**config.mk**
```make
export PLATFORM = sky130hd
export DESIGN_NAME = dt_res_arbiter
export DESIGN_NICKNAME = d
export VERILOG_FILES = /design/src/rtl/dt_pkg.sv /design/src/rtl/dt_res_arbiter.sv
export SDC_FILE = /design/constraint.sdc
export NUM_CORES = 1
export LEC_CHECK = 0
export CAP_MARGIN = 20
export CORE_MARGIN = 2
export CORE_UTILIZATION = 37
export CTS_CLUSTER_DIAMETER = 60
export DETAILED_ROUTE_END_ITERATION = 16
export GPL_TIMING_DRIVEN = 0
export HOLD_SLACK_MARGIN = 0.12
export PLACE_DENSITY_LB_ADDON = 0.1
export SYNTH_ARGS = -nofsm -noshare
export SYNTH_HDL_FRONTEND = slang
export SYNTH_SLANG_ARGS = --single-unit
```
**constraint.sdc**
```tcl
create_clock -name clk -period 2.4 [get_ports clk]
set_clock_uncertainty 0.05 [all_clocks]
set_input_delay 0.6 -clock clk [delete_from_list [all_inputs] [get_ports clk]]
set_output_delay 0.6 -clock clk [all_outputs]
set_load 0.01 [all_outputs]
```
**src/rtl/dt_pkg.sv**
```systemverilog
// dt_pkg: shared state encoding and geometry constants for the DT result arbiter
package dt_pkg;
    localparam int IMG_W      = 128;
    localparam int RAM_DEPTH  = IMG_W * IMG_W;
    localparam int ADDR_W_DEF = 14;
    localparam int DATA_W_DEF = 8;
    localparam int CNT_W_DEF  = 16;
    typedef enum logic [1:0] {IDLE, CLEAR, RUN, DONE} state_e;
endpackage

```
**src/rtl/dt_res_arbiter.sv**
```systemverilog
// dt_res_arbiter: owns the result RAM, shares it between the DT engine and a host port, and sequences engine runs
module dt_res_arbiter
    import dt_pkg::*;
#(
    parameter int ADDR_W = ADDR_W_DEF,
    parameter int DATA_W = DATA_W_DEF,
    parameter int CNT_W  = CNT_W_DEF
) (
    input  logic              clk,
    input  logic              reset,
    input  logic              start,
    input  logic              clr,
    output logic              busy,
    output logic              done,
    output logic              dt_rst_n,
    input  logic              dt_done,
    input  logic [ADDR_W-1:0] dt_res_addr,
    input  logic              dt_res_wr,
    input  logic              dt_res_rd,
    input  logic [DATA_W-1:0] dt_res_do,
    output logic [DATA_W-1:0] dt_res_di,
    input  logic              host_req,
    input  logic              host_we,
    input  logic [ADDR_W-1:0] host_addr,
    input  logic [DATA_W-1:0] host_wdata,
    output logic              host_gnt,
    output logic              host_rvalid,
    output logic [DATA_W-1:0] host_rdata,
    output logic              host_err,
    output logic [CNT_W-1:0]  host_wait,
    output logic [ADDR_W-1:0] mem_addr,
    output logic              mem_wr,
    output logic              mem_rd,
    output logic [DATA_W-1:0] mem_wdata,
    input  logic [DATA_W-1:0] mem_rdata
);
    state_e            state_q, state_d;
    logic [ADDR_W-1:0] clr_cnt_q, clr_cnt_d;
    logic              dt_rst_n_q, dt_rst_n_d;
    logic              host_rvalid_q, host_rvalid_d;
    logic [DATA_W-1:0] host_rdata_q, host_rdata_d;
    logic              host_err_q, host_err_d;
    logic [CNT_W-1:0]  host_wait_q, host_wait_d;
    logic              eng_act;
    logic              start_ok;

    // next state, host grant and RAM port mux; the engine always wins in RUN since it cannot stall
    always_comb begin
        state_d   = state_q;
        clr_cnt_d = clr_cnt_q;
        eng_act   = dt_res_wr | dt_res_rd;
        start_ok  = (state_q == IDLE || state_q == DONE) & start & ~clr;
        host_gnt  = 1'b0;
        mem_addr  = '0;
        mem_wr    = 1'b0;
        mem_rd    = 1'b0;
        mem_wdata = '0;
        case (state_q)
            IDLE, DONE: begin
                state_d  = clr ? CLEAR : start ? RUN : state_q;
                host_gnt = host_req;
            end
            CLEAR: begin
                clr_cnt_d = clr_cnt_q + 1'b1;
                state_d   = &clr_cnt_q ? IDLE : CLEAR;
                mem_addr  = clr_cnt_q;
                mem_wr    = 1'b1;
            end
            RUN: begin
                state_d  = dt_done ? DONE : RUN;
                host_gnt = host_req & ~host_we & ~eng_act;
                if (eng_act) begin
                    mem_addr  = dt_res_addr;
                    mem_wr    = dt_res_wr;
                    mem_rd    = dt_res_rd;
                    mem_wdata = dt_res_do;
                end
            end
            default: state_d = IDLE;
        endcase
        if (host_gnt) begin
            mem_addr  = host_addr;
            mem_wr    = host_we;
            mem_rd    = ~host_we;
            mem_wdata = host_wdata;
        end
        dt_rst_n_d    = state_d == RUN;
        host_rvalid_d = host_gnt & ~host_we;
        host_rdata_d  = host_rvalid_d ? mem_rdata : host_rdata_q;
        host_err_d    = (state_q == RUN) & host_req & host_we;
        host_wait_d   = start_ok ? '0
                      : (host_req & ~host_gnt & ~&host_wait_q) ? host_wait_q + 1'b1
                      : host_wait_q;
    end

    // state and host-side registers; reset parks the engine immediately
    always_ff @(posedge clk or negedge reset) begin
        if (!reset) begin
            state_q       <= IDLE;
            clr_cnt_q     <= '0;
            dt_rst_n_q    <= 1'b0;
            host_rvalid_q <= 1'b0;
            host_rdata_q  <= '0;
            host_err_q    <= 1'b0;
            host_wait_q   <= '0;
        end else begin
            state_q       <= state_d;
            clr_cnt_q     <= clr_cnt_d;
            dt_rst_n_q    <= dt_rst_n_d;
            host_rvalid_q <= host_rvalid_d;
            host_rdata_q  <= host_rdata_d;
            host_err_q    <= host_err_d;
            host_wait_q   <= host_wait_d;
        end
    end

    assign busy        = state_q == CLEAR || state_q == RUN;
    assign done        = state_q == DONE;
    assign dt_rst_n    = dt_rst_n_q;
    assign dt_res_di   = mem_rdata;
    assign host_rvalid = host_rvalid_q;
    assign host_rdata  = host_rdata_q;
    assign host_err    = host_err_q;
    assign host_wait   = host_wait_q;
endmodule

```
==> flow_metrics.env, run 1 <==
export IMPL_core_region_area_sq_um=6830
export IMPL_clk_latency_ns=0.30
export IMPL_vias_per_cell=5.02
export IMPL_busiest_layer="met2"
export IMPL_cp_max_fo=7
export IMPL_syn_area_per_cell_sq_um=9.07
export IMPL_synth_edf_count=0
export IMPL_min_period_ns=2.69
export IMPL_path_class="in -> out"
export IMPL_maxCapViolations=0
export IMPL_cts_tree="yes"
export IMPL_die_area_sq_um=7750
export IMPL_register_area_sq_um=1080
export IMPL_grt_pass1_wl_mm=12.1
export IMPL_grt_use_total=0.199
export IMPL_grt_overflow=0
export IMPL_status="finished with violations"
export IMPL_fmax_ghz=0.371
export IMPL_placed_cell_area_sq_um=3980
export IMPL_antenna_cells=0
export IMPL_utilization=0.658
export IMPL_grt_pass1_vias=2596
export IMPL_cts_htree_levels=2
export IMPL_grtUsageMet2=0.369
export IMPL_worst_pin_slew_ns=0.552
export IMPL_ant_nets=0
export IMPL_dr_pass1_iters=4
export IMPL_multi_input_area_sq_um=1620
export IMPL_crit_required_ns=1.75
export IMPL_period_share=1.12
export IMPL_cp_common_cell="buf_8"
export IMPL_avgRoutedWirePerCell_microns=15.0
export IMPL_arrival_ns=2.04
export IMPL_nFillCells=573
export IMPL_met3_usage=0.0509
export IMPL_end_kind="output port"
export IMPL_rsz0062_at_grt="yes"
export IMPL_drt_wl_total_mm=7.97
export IMPL_ios=123
export IMPL_grt_max_degree=24
export IMPL_drv_slew=0
export IMPL_root_buffer="clkbuf_8"
export IMPL_worstPathCellList="clkdlybuf4s15_1 -> nor4b_4 -> nor2_1 -> or2_4 -> buf_8 -> buf_8 -> nor2_4 -> nor2_2 -> buf_2"
export IMPL_synth_cells=288
export IMPL_start_util=0.382
export IMPL_die_w_microns=88.0
export IMPL_vias=2668
export IMPL_leakage_nw=2.00
export IMPL_cts_hold_buf=0
export IMPL_yosysSeqAreaShare=0.412
export IMPL_cp_start_kind="primary input"
export IMPL_place_congestion=0.818
export IMPL_syn_nets=355
export IMPL_finalInstanceArea_sq_um=4490
export IMPL_synth_area_sq_um=2610
export IMPL_tns_ns=-5.54
export IMPL_setup_violations_final=25
export IMPL_drc=0
export IMPL_gr_usage_met1=0.229
export IMPL_hold_violations=0
export IMPL_dp_hpwl_mm=5.70
export IMPL_hp_class="in -> async"
export IMPL_irDropWorstVdd_mv=0.521
export IMPL_powerDensity_nw_per_um2=1020
export IMPL_max_stage_delay_ns=0.30
export IMPL_cp_buffers_inverters=4
export IMPL_violations="setup timing"
export IMPL_clkSinkCount=43
export IMPL_synthArstFlopShare=1.00
export IMPL_die_h_microns=88.0
export IMPL_synth_main_ff_cell="dfrtp_1"
export IMPL_final_common_cell="clkdlybuf4s50_1"
export IMPL_fp_row_count=30
export IMPL_path_clk_slew_ns=0.08
export IMPL_ys_warn_count=0
export IMPL_synth_distinct_cells=44
export IMPL_cts_buffer_depth=2
export IMPL_final_cell_mix="clkdlybuf4s50_1, dfrtp_1, nor2_1, buf_2, nand2_1"
export IMPL_worst_slack_ns=-0.294
export IMPL_port_buffers=122
export IMPL_numCtsBuffers=5
export IMPL_area_growth_syn_to_layout_pct=72.0
export IMPL_ys_ff_latch=43
export IMPL_drive_gt1_frac=0.328
export IMPL_drtIter0Drc=99
export IMPL_final_nets=502
export IMPL_power_total_mw=4.60
export IMPL_antenna_found_initial=0
export IMPL_relSlewSlack=0.632
export IMPL_critPathSlowestCell="nor4b_4"
export IMPL_crit_family="simple AND/OR/NAND/NOR gates"
## layer usage
| layer | share of wire | routed length [microns] | vias to the layer above |
|---|---|---|---|
| li1 | - | - | 1295 |
| met1 | 0.40 | 3180 | 1250 |
| met2 | 0.50 | 3970 | 111 |
| met3 | 0.085 | 678 | 12 |
| met4 | 0.017 | 139 | 0 |
| met5 | 0 | 0 | - |
## cells in the mapped netlist (8+ instances only)
cell / count / area, sq um
buf_4: 9 / 67.6
and3_1: 8 / 50.1
nand2_1: 29 / 109
mux2_2: 9 / 101
xor2_1: 11 / 96.3
nor2_1: 46 / 173
dfrtp_1: 43 / 1080
nand3_1: 18 / 90.1
xnor2_1: 12 / 105
inv_1: 8 / 30.0
a221oi_1: 11 / 96.3
## power breakdown
part	switching [mW]	internal (mW)	total (mW)
Clock	0.261	0.310	0.571
Combinational	1.41	1.51	2.92
Sequential	0.196	0.914	1.11
## flip-flops by register name, summed over array words and instances (netlist names)
| signal | cells |
|---|---|
| clr_cnt_q | 14 |
| dt_rst_n | 1 |
| host_rvalid | 1 |
| host_wait | 16 |
| state_q | 2 |
| host_rdata | 8 |
| host_err | 1 |
## through the flow
stage | hold WS, ns | worst slack [ns] | cells
after global placement | 0.435 | -1.20 | 506
after CTS | 0.241 | -0.311 | 528
final | 0.228 | -0.294 | 532
after detailed placement | 0.444 | -1.20 | 507
after floorplan | 0.254 | 0.0284 | 288
after global routing | 0.264 | -0.370 | 532
## worst register-to-register path, stage by stage, from the launching register on
cell	delay, ns
dfrtp_2	0.45
ha_4	0.28
buf_6	0.11
buf_4	0.11
nand2b_1	0.06
nor2_1	0.36
clkbuf_1	0.44
nor2_1	0.11
## repair_timing
| action | CTS | global route |
|---|---|---|
| endpoints found under the hold margin | 0 | 0 |
| pin swaps | 11 | 21 |
| gates resized for setup | 161 | 49 |
| setup endpoints to repair | 26 | 29 |
| gates cloned | 2 | 1 |
| setup buffers | 11 | 3 |
## cell families (layout without fill, tap and decap cells)
group	after synthesis	in the layout	synth area share
muxes	11	11	0.0465
buffers and inverters	31	179	0.0661
AOI/OAI and AO/OA	44	44	0.128
adders and majority gates	6	6	0.0287
and+or+nand+nor	130	130	0.242
DFF	43	43	0.412
xor gates and xnor gates	23	23	0.0771
## path summary, 6_finish.rpt
check	start	to	slack [ns]	cells after the start
max in group asynchronous	reset	clr_cnt_q[3]	1.58	2
min in group clk	host_rdata[3]	host_rdata[3]	0.46	1
min reg2reg	host_rdata[3]	host_rdata[3]	0.46	1
max reg2reg	state_q[1]	host_wait[4]	0.31	7
min	reset	host_wait[4]	0.23	1
max	host_we	mem_addr[11]	-0.29	9
## layout make-up
class,count,area share
plain buffers,22,0.0487
well taps,96,0.0267
multi-input cells,214,0.361
clock inverters,3,0.00975
clock buffers,5,0.0153
repair buffers,140,0.289
inverters,9,0.00919
flip-flops and latches,43,0.240
Power figures use the tool's default switching activity.
==> run 2: changes to the inputs <==
--- a/config.mk
+++ b/config.mk
@@ -7,7 +7,8 @@
 export LEC_CHECK = 0
 export CAP_MARGIN = 20
 export CORE_MARGIN = 2
-export CORE_UTILIZATION = 37
+export CORE_UTILIZATION = 38
+export CTS_BUF_LIST = sky130_fd_sc_hd__clkbuf_4
 export CTS_CLUSTER_DIAMETER = 60
 export DETAILED_ROUTE_END_ITERATION = 16
 export GPL_TIMING_DRIVEN = 0
==> run 2 against run 1 <==
Total power decreased by 5.4%. Cell count decreased by 2.8%. Utilization fell by 1.6 points. Non-clock buffer count unchanged. Fmax fell by 1.9%. Flip-flop and latch count stayed put. The run still ends with setup timing left. Critical path depth unchanged. Worst hold slack got worse by 0.071 ns. Global-route usage rose by 0.32 points. Final area shrank 4.0%. Critical path type is now reg -> out. Clock-buffer cell count is the same. Via count decreased by 0.34%.
==> flow_metrics.env, run 2 (same netlist as run 1, synthesis figures left out) <==
export IMPL_status="finished with violations"
export IMPL_violations="setup timing"
export IMPL_avgRoutedWirePerCell_microns=15.1
export IMPL_core_region_area_sq_um=6720
export IMPL_area_growth_syn_to_layout_pct=65.1
export IMPL_worst_pin_slew_ns=0.532
export IMPL_final_common_cell="clkdlybuf4s50_1"
export IMPL_end_kind="output port"
export IMPL_drc=0
export IMPL_powerDensity_nw_per_um2=1010
export IMPL_relSlewSlack=0.645
export IMPL_grt_overflow=0
export IMPL_ant_nets=0
export IMPL_final_nets=503
export IMPL_cts_hold_buf=0
export IMPL_hp_class="in -> async"
export IMPL_leakage_nw=1.95
export IMPL_cts_htree_levels=2
export IMPL_final_cell_mix="clkdlybuf4s50_1, dfrtp_1, nor2_1, nand2_1, buf_2"
export IMPL_crit_required_ns=1.75
export IMPL_dp_slack_ns=-1.19
export IMPL_path_clk_slew_ns=0.13
export IMPL_antenna_cells=0
export IMPL_cts_buffer_depth=2
export IMPL_ios=123
export IMPL_critPathSlowestCell="dfrtp_1"
export IMPL_port_buffers=122
export IMPL_crit_family="buffers and inverters"
export IMPL_cts_tree="yes"
export IMPL_nFillCells=573
export IMPL_antenna_found_initial=0
export IMPL_holdWs_ns=0.157
export IMPL_rsz0062_at_grt="yes"
export IMPL_clkSinkCount=43
export IMPL_fmax_ghz=0.364
export IMPL_grt_pass1_vias=2536
export IMPL_die_w_microns=86.9
export IMPL_cp_buffers_inverters=4
export IMPL_cp_max_fo=5
export IMPL_grt_max_degree=23
export IMPL_irDropWorstVdd_mv=0.538
export IMPL_drive_gt1_frac=0.284
export IMPL_vias_per_cell=5.14
export IMPL_largest_reg_flops=16
export IMPL_clk_latency_ns=0.35
export IMPL_max_stage_delay_ns=0.41
export IMPL_arrival_ns=2.10
export IMPL_drv_slew=0
export IMPL_fp_row_count=30
export IMPL_die_area_sq_um=7550
export IMPL_path_class="reg -> out"
export IMPL_numCtsBuffers=5
export IMPL_drtIter0Drc=72
export IMPL_cp_start_kind="flip-flop"
export IMPL_hold_violations=0
export IMPL_worstPathCellList="buf_4 -> ha_1 -> nand2b_1 -> or2_4 -> buf_6 -> buf_8 -> nor2_4 -> nor2_2 -> buf_2"
export IMPL_dr_pass1_iters=5
export IMPL_root_buffer="clkbuf_4"
export IMPL_maxCapViolations=0
export IMPL_place_congestion=0.807
export IMPL_die_h_microns=86.9
export IMPL_vias=2659
export IMPL_min_period_ns=2.75
export IMPL_dp_hpwl_mm=5.59
export IMPL_grt_pass1_wl_mm=12.2
export IMPL_drt_wl_total_mm=7.81
export IMPL_worst_slack_ns=-0.345
export IMPL_grt_use_total=0.202
export IMPL_start_util=0.389
export IMPL_setup_violations_final=25
export IMPL_period_share=1.14
==> run 2: repair_timing <==
action                     in CTS  in global routing
cloned                          4                  0
setup buffers                  15                  1
hold endpoints to repair        0                  0
pin swaps                      21                  7
resized for setup             156                 22
setup endpoints to repair      26                 28
==> run 2: power by group <==
| part | internal (mW) | leakage (nW) | total [mW] | switching [mW] |
|---|---|---|---|---|
| registers | 0.911 | 0.565 | 1.10 | 0.192 |
| clock network | 0.215 | 0.0426 | 0.457 | 0.243 |
| logic | 1.45 | 1.34 | 2.79 | 1.35 |
==> run 2: cell type report <==
cell class / count / area [sq um] / share of cell area
clock inverter: 3 / 38.8 / 0.00899
buffer: 20 / 176 / 0.0409
timing repair inverter: 1 / 7.51 / 0.00174
sequential: 43 / 1080 / 0.249
multi-input combinational: 214 / 1540 / 0.357
clock buffer: 5 / 37.5 / 0.00870
timing repair buffer: 142 / 1300 / 0.301
inverter: 9 / 38.8 / 0.00899
tap: 80 / 100 / 0.0232
==> run 2: path summary, 6_finish.rpt <==
kind	from	to	slack, ns	cells after the start
max in group asynchronous	reset	clr_cnt_q[0]	1.65	2
setup reg to reg	state_q[1]	host_wait[9]	0.31	8
hold reg to reg	clr_cnt_q[6]	clr_cnt_q[6]	0.46	1
min in group clk	clr_cnt_q[6]	clr_cnt_q[6]	0.46	1
hold / removal	reset	host_wait[2]	0.16	1
setup / recovery	state_q[0]	mem_addr[11]	-0.35	9
==> run 2: routing by layer <==
metal	track usage	vias to the layer above	wire length, microns
li1	-	1302	-
met5	0	-	0
met3	0.0512	5	570
met2	0.350	97	3830
met1	0.255	1255	3340
met4	0.0412	0	65
==> run 2: metrics by stage <==
stage,area [sq um],TNS [ns],cells,power [mW],utilization
finish,4310,-7.39,517,4.35,0.642
floorplan,2610,0,288,2.31,-
CTS,4230,-8.08,517,4.25,0.630
detailed placement,3960,-25.04,491,3.48,0.589
global route,4310,-11.03,517,4.68,0.642
global placement,3940,-46.64,490,3.43,0.586
==> run 3: changes to the inputs <==
--- a/config.mk
+++ b/config.mk
@@ -14,6 +14,7 @@
 export GPL_TIMING_DRIVEN = 0
 export HOLD_SLACK_MARGIN = 0.12
 export PLACE_DENSITY_LB_ADDON = 0.1
+export SETUP_SLACK_MARGIN = 0.5
 export SYNTH_ARGS = -nofsm -noshare
 export SYNTH_HDL_FRONTEND = slang
 export SYNTH_SLANG_ARGS = --single-unit
==> run 3 against run 2 <==
The flow still finishes with violations (setup timing). Critical endpoint is now mem_addr[2]. Flip-flop and latch count stayed put. Non-clock buffer count grew 30. First-iteration DRC count down 21%. Clock power down 27%. Critical path type is now in -> out. Largest power group unchanged. Via count rose by 6.8%. Combinational power grew 18%. Utilization is 6.9 points higher.
==> flow_metrics.env, run 3 (same netlist as run 1, synthesis figures left out) <==
export IMPL_largest_reg_flops=16
export IMPL_path_clk_slew_ns=0.12
export IMPL_hold_violations=0
export IMPL_dp_hpwl_mm=5.71
export IMPL_maxCapViolations=0
export IMPL_vias=2839
export IMPL_nFillCells=506
export IMPL_min_path_cells=1
export IMPL_utilization=0.712
export IMPL_final_nets=532
export IMPL_grt_max_degree=36
export IMPL_start_util=0.389
export IMPL_tns_ns=-7.19
export IMPL_leakage_nw=2.25
export IMPL_hp_start="host_rdata[4]"
export IMPL_irDropWorstVdd_mv=0.594
export IMPL_cts_htree_levels=2
export IMPL_worstSetupEndpoint="mem_addr[2]"
export IMPL_die_area_sq_um=7550
export IMPL_place_congestion=0.786
export IMPL_setup_violations_final=25
export IMPL_drc=0
export IMPL_r2r_end="host_wait[1]"
export IMPL_period_share=1.14
export IMPL_worst_slack_ns=-0.341
export IMPL_path_class="in -> out"
export IMPL_cp_max_fo=4
export IMPL_fp_row_count=30
export IMPL_worst_pin_slew_ns=0.413
export IMPL_cts_buffer_depth=2
export IMPL_vias_per_cell=5.22
export IMPL_grt_overflow=0
export IMPL_ff2ff_setup_slack_ns=0.37
export IMPL_arrival_ns=2.09
export IMPL_rsz0062_at_grt="yes"
export IMPL_drt_wl_total_mm=8.87
export IMPL_powerDensity_nw_per_um2=988
export IMPL_cts_tree="yes"
export IMPL_ant_nets=0
export IMPL_antenna_cells=0
export IMPL_violations="setup timing"
export IMPL_area_growth_syn_to_layout_pct=83.0
export IMPL_relSlewSlack=0.724
export IMPL_clkSinkCount=43
export IMPL_grt_pass1_wl_mm=13.2
export IMPL_grt_use_total=0.220
export IMPL_drv_slew=0
export IMPL_hp_class="reg -> reg"
export IMPL_crit_path_start="dt_res_rd"
export IMPL_status="finished with violations"
export IMPL_drtIter0Drc=57
export IMPL_avgRoutedWirePerCell_microns=16.3
export IMPL_die_w_microns=86.9
export IMPL_root_buffer="clkbuf_4"
export IMPL_clk_latency_ns=0.35
export IMPL_die_h_microns=86.9
export IMPL_final_common_cell="clkdlybuf4s50_1"
export IMPL_numCtsBuffers=5
export IMPL_end_kind="output port"
export IMPL_dr_pass1_iters=4
export IMPL_min_period_ns=2.74
export IMPL_placed_cell_area_sq_um=4000
export IMPL_crit_required_ns=1.75
export IMPL_finalInstanceArea_sq_um=4780
export IMPL_final_cell_mix="clkdlybuf4s50_1, buf_4, dfrtp_1, dlygate4sd2_1, nor2_1"
export IMPL_drive_gt1_frac=0.440
export IMPL_grt_pass1_vias=2780
export IMPL_core_region_area_sq_um=6720
export IMPL_cp_start_kind="primary input"
export IMPL_dp_slack_ns=-1.07
export IMPL_r2r_start="host_wait[1]"
export IMPL_antenna_found_initial=0
export IMPL_port_buffers=122
export IMPL_r2r_cells=8
export IMPL_fmax_ghz=0.365
export IMPL_ios=123
-- run 3: cell types whose count changed in the layout (fill, tap and decap cells not counted), sizes merged --
cell and delta:
clkdlybuf4s15 +4, clkbuf -1, dlygate4sd2 +29, buf +39, clkdlybuf4s50 -42, clkinv -2
bufinv -1, dlygate4sd3 +1
-- run 3: report_power, final --
| part | internal (mW) | switching, mW |
|---|---|---|
| sequential | 0.916 | 0.174 |
| combinational | 1.72 | 1.58 |
| clock | 0.103 | 0.231 |
| total | 2.74 | 1.99 |
-- run 3: worst min-delay path by stage --
stage                               end  slack, ns
final                     host_rdata[4]       0.46
after global routing      host_rdata[7]       0.47
after CTS                 clr_cnt_q[13]       0.46
after detailed placement   clr_cnt_q[9]       0.42
after global placement    host_rdata[2]       0.44
after floorplan            clr_cnt_q[0]       0.25
-- run 3: worst max-delay path, stage by stage --
cell,delay (ns)
dlygate4sd2_1,0.29
nor4b_4,0.32
nor2_2,0.05
or2_4,0.27
buf_6,0.15
buf_6,0.12
nor2_2,0.09
nor2_1,0.05
buf_2,0.14
-- run 3: per-layer routing --
metal	wire length, microns	track usage
met3	445	0.0408
met4	250	0.0767
met5	0	0
met2	4560	0.392
met1	3620	0.265
-- run 3: final cells by class --
| cell class | instances | area, sq um | area share |
|---|---|---|---|
| Multi-Input combinational cell | 214 | 1770 | 0.370 |
| Timing Repair Buffer | 170 | 1520 | 0.317 |
| Sequential cell | 43 | 1080 | 0.226 |
| Buffer | 22 | 225 | 0.0471 |
| Tap cell | 80 | 100 | 0.0209 |
| Inverter | 9 | 43.8 | 0.00916 |
| Clock buffer | 5 | 37.5 | 0.00785 |
| Clock inverter | 1 | 7.51 | 0.00157 |
-- run 3: what timing repair did --
action                                  in CTS  in global routing
hold endpoints to repair                     8                  0
buffers inserted                            30                  9
resized for setup                          249                 62
pin swaps                                   29                 26
endpoints found under the setup margin      81                 53
gates cloned                                 5                  2
hold buffers                                 1                  0
-- run 3: metrics by stage --
step                      std cells  hold slack, ns  total power [mW]
final                           544           0.461              4.72
after global routing            544           0.472              5.04
after CTS                       533           0.464              4.35
after detailed placement        491           0.423              3.58
after global placement          490           0.438              3.54
after floorplan                 288           0.254              2.42
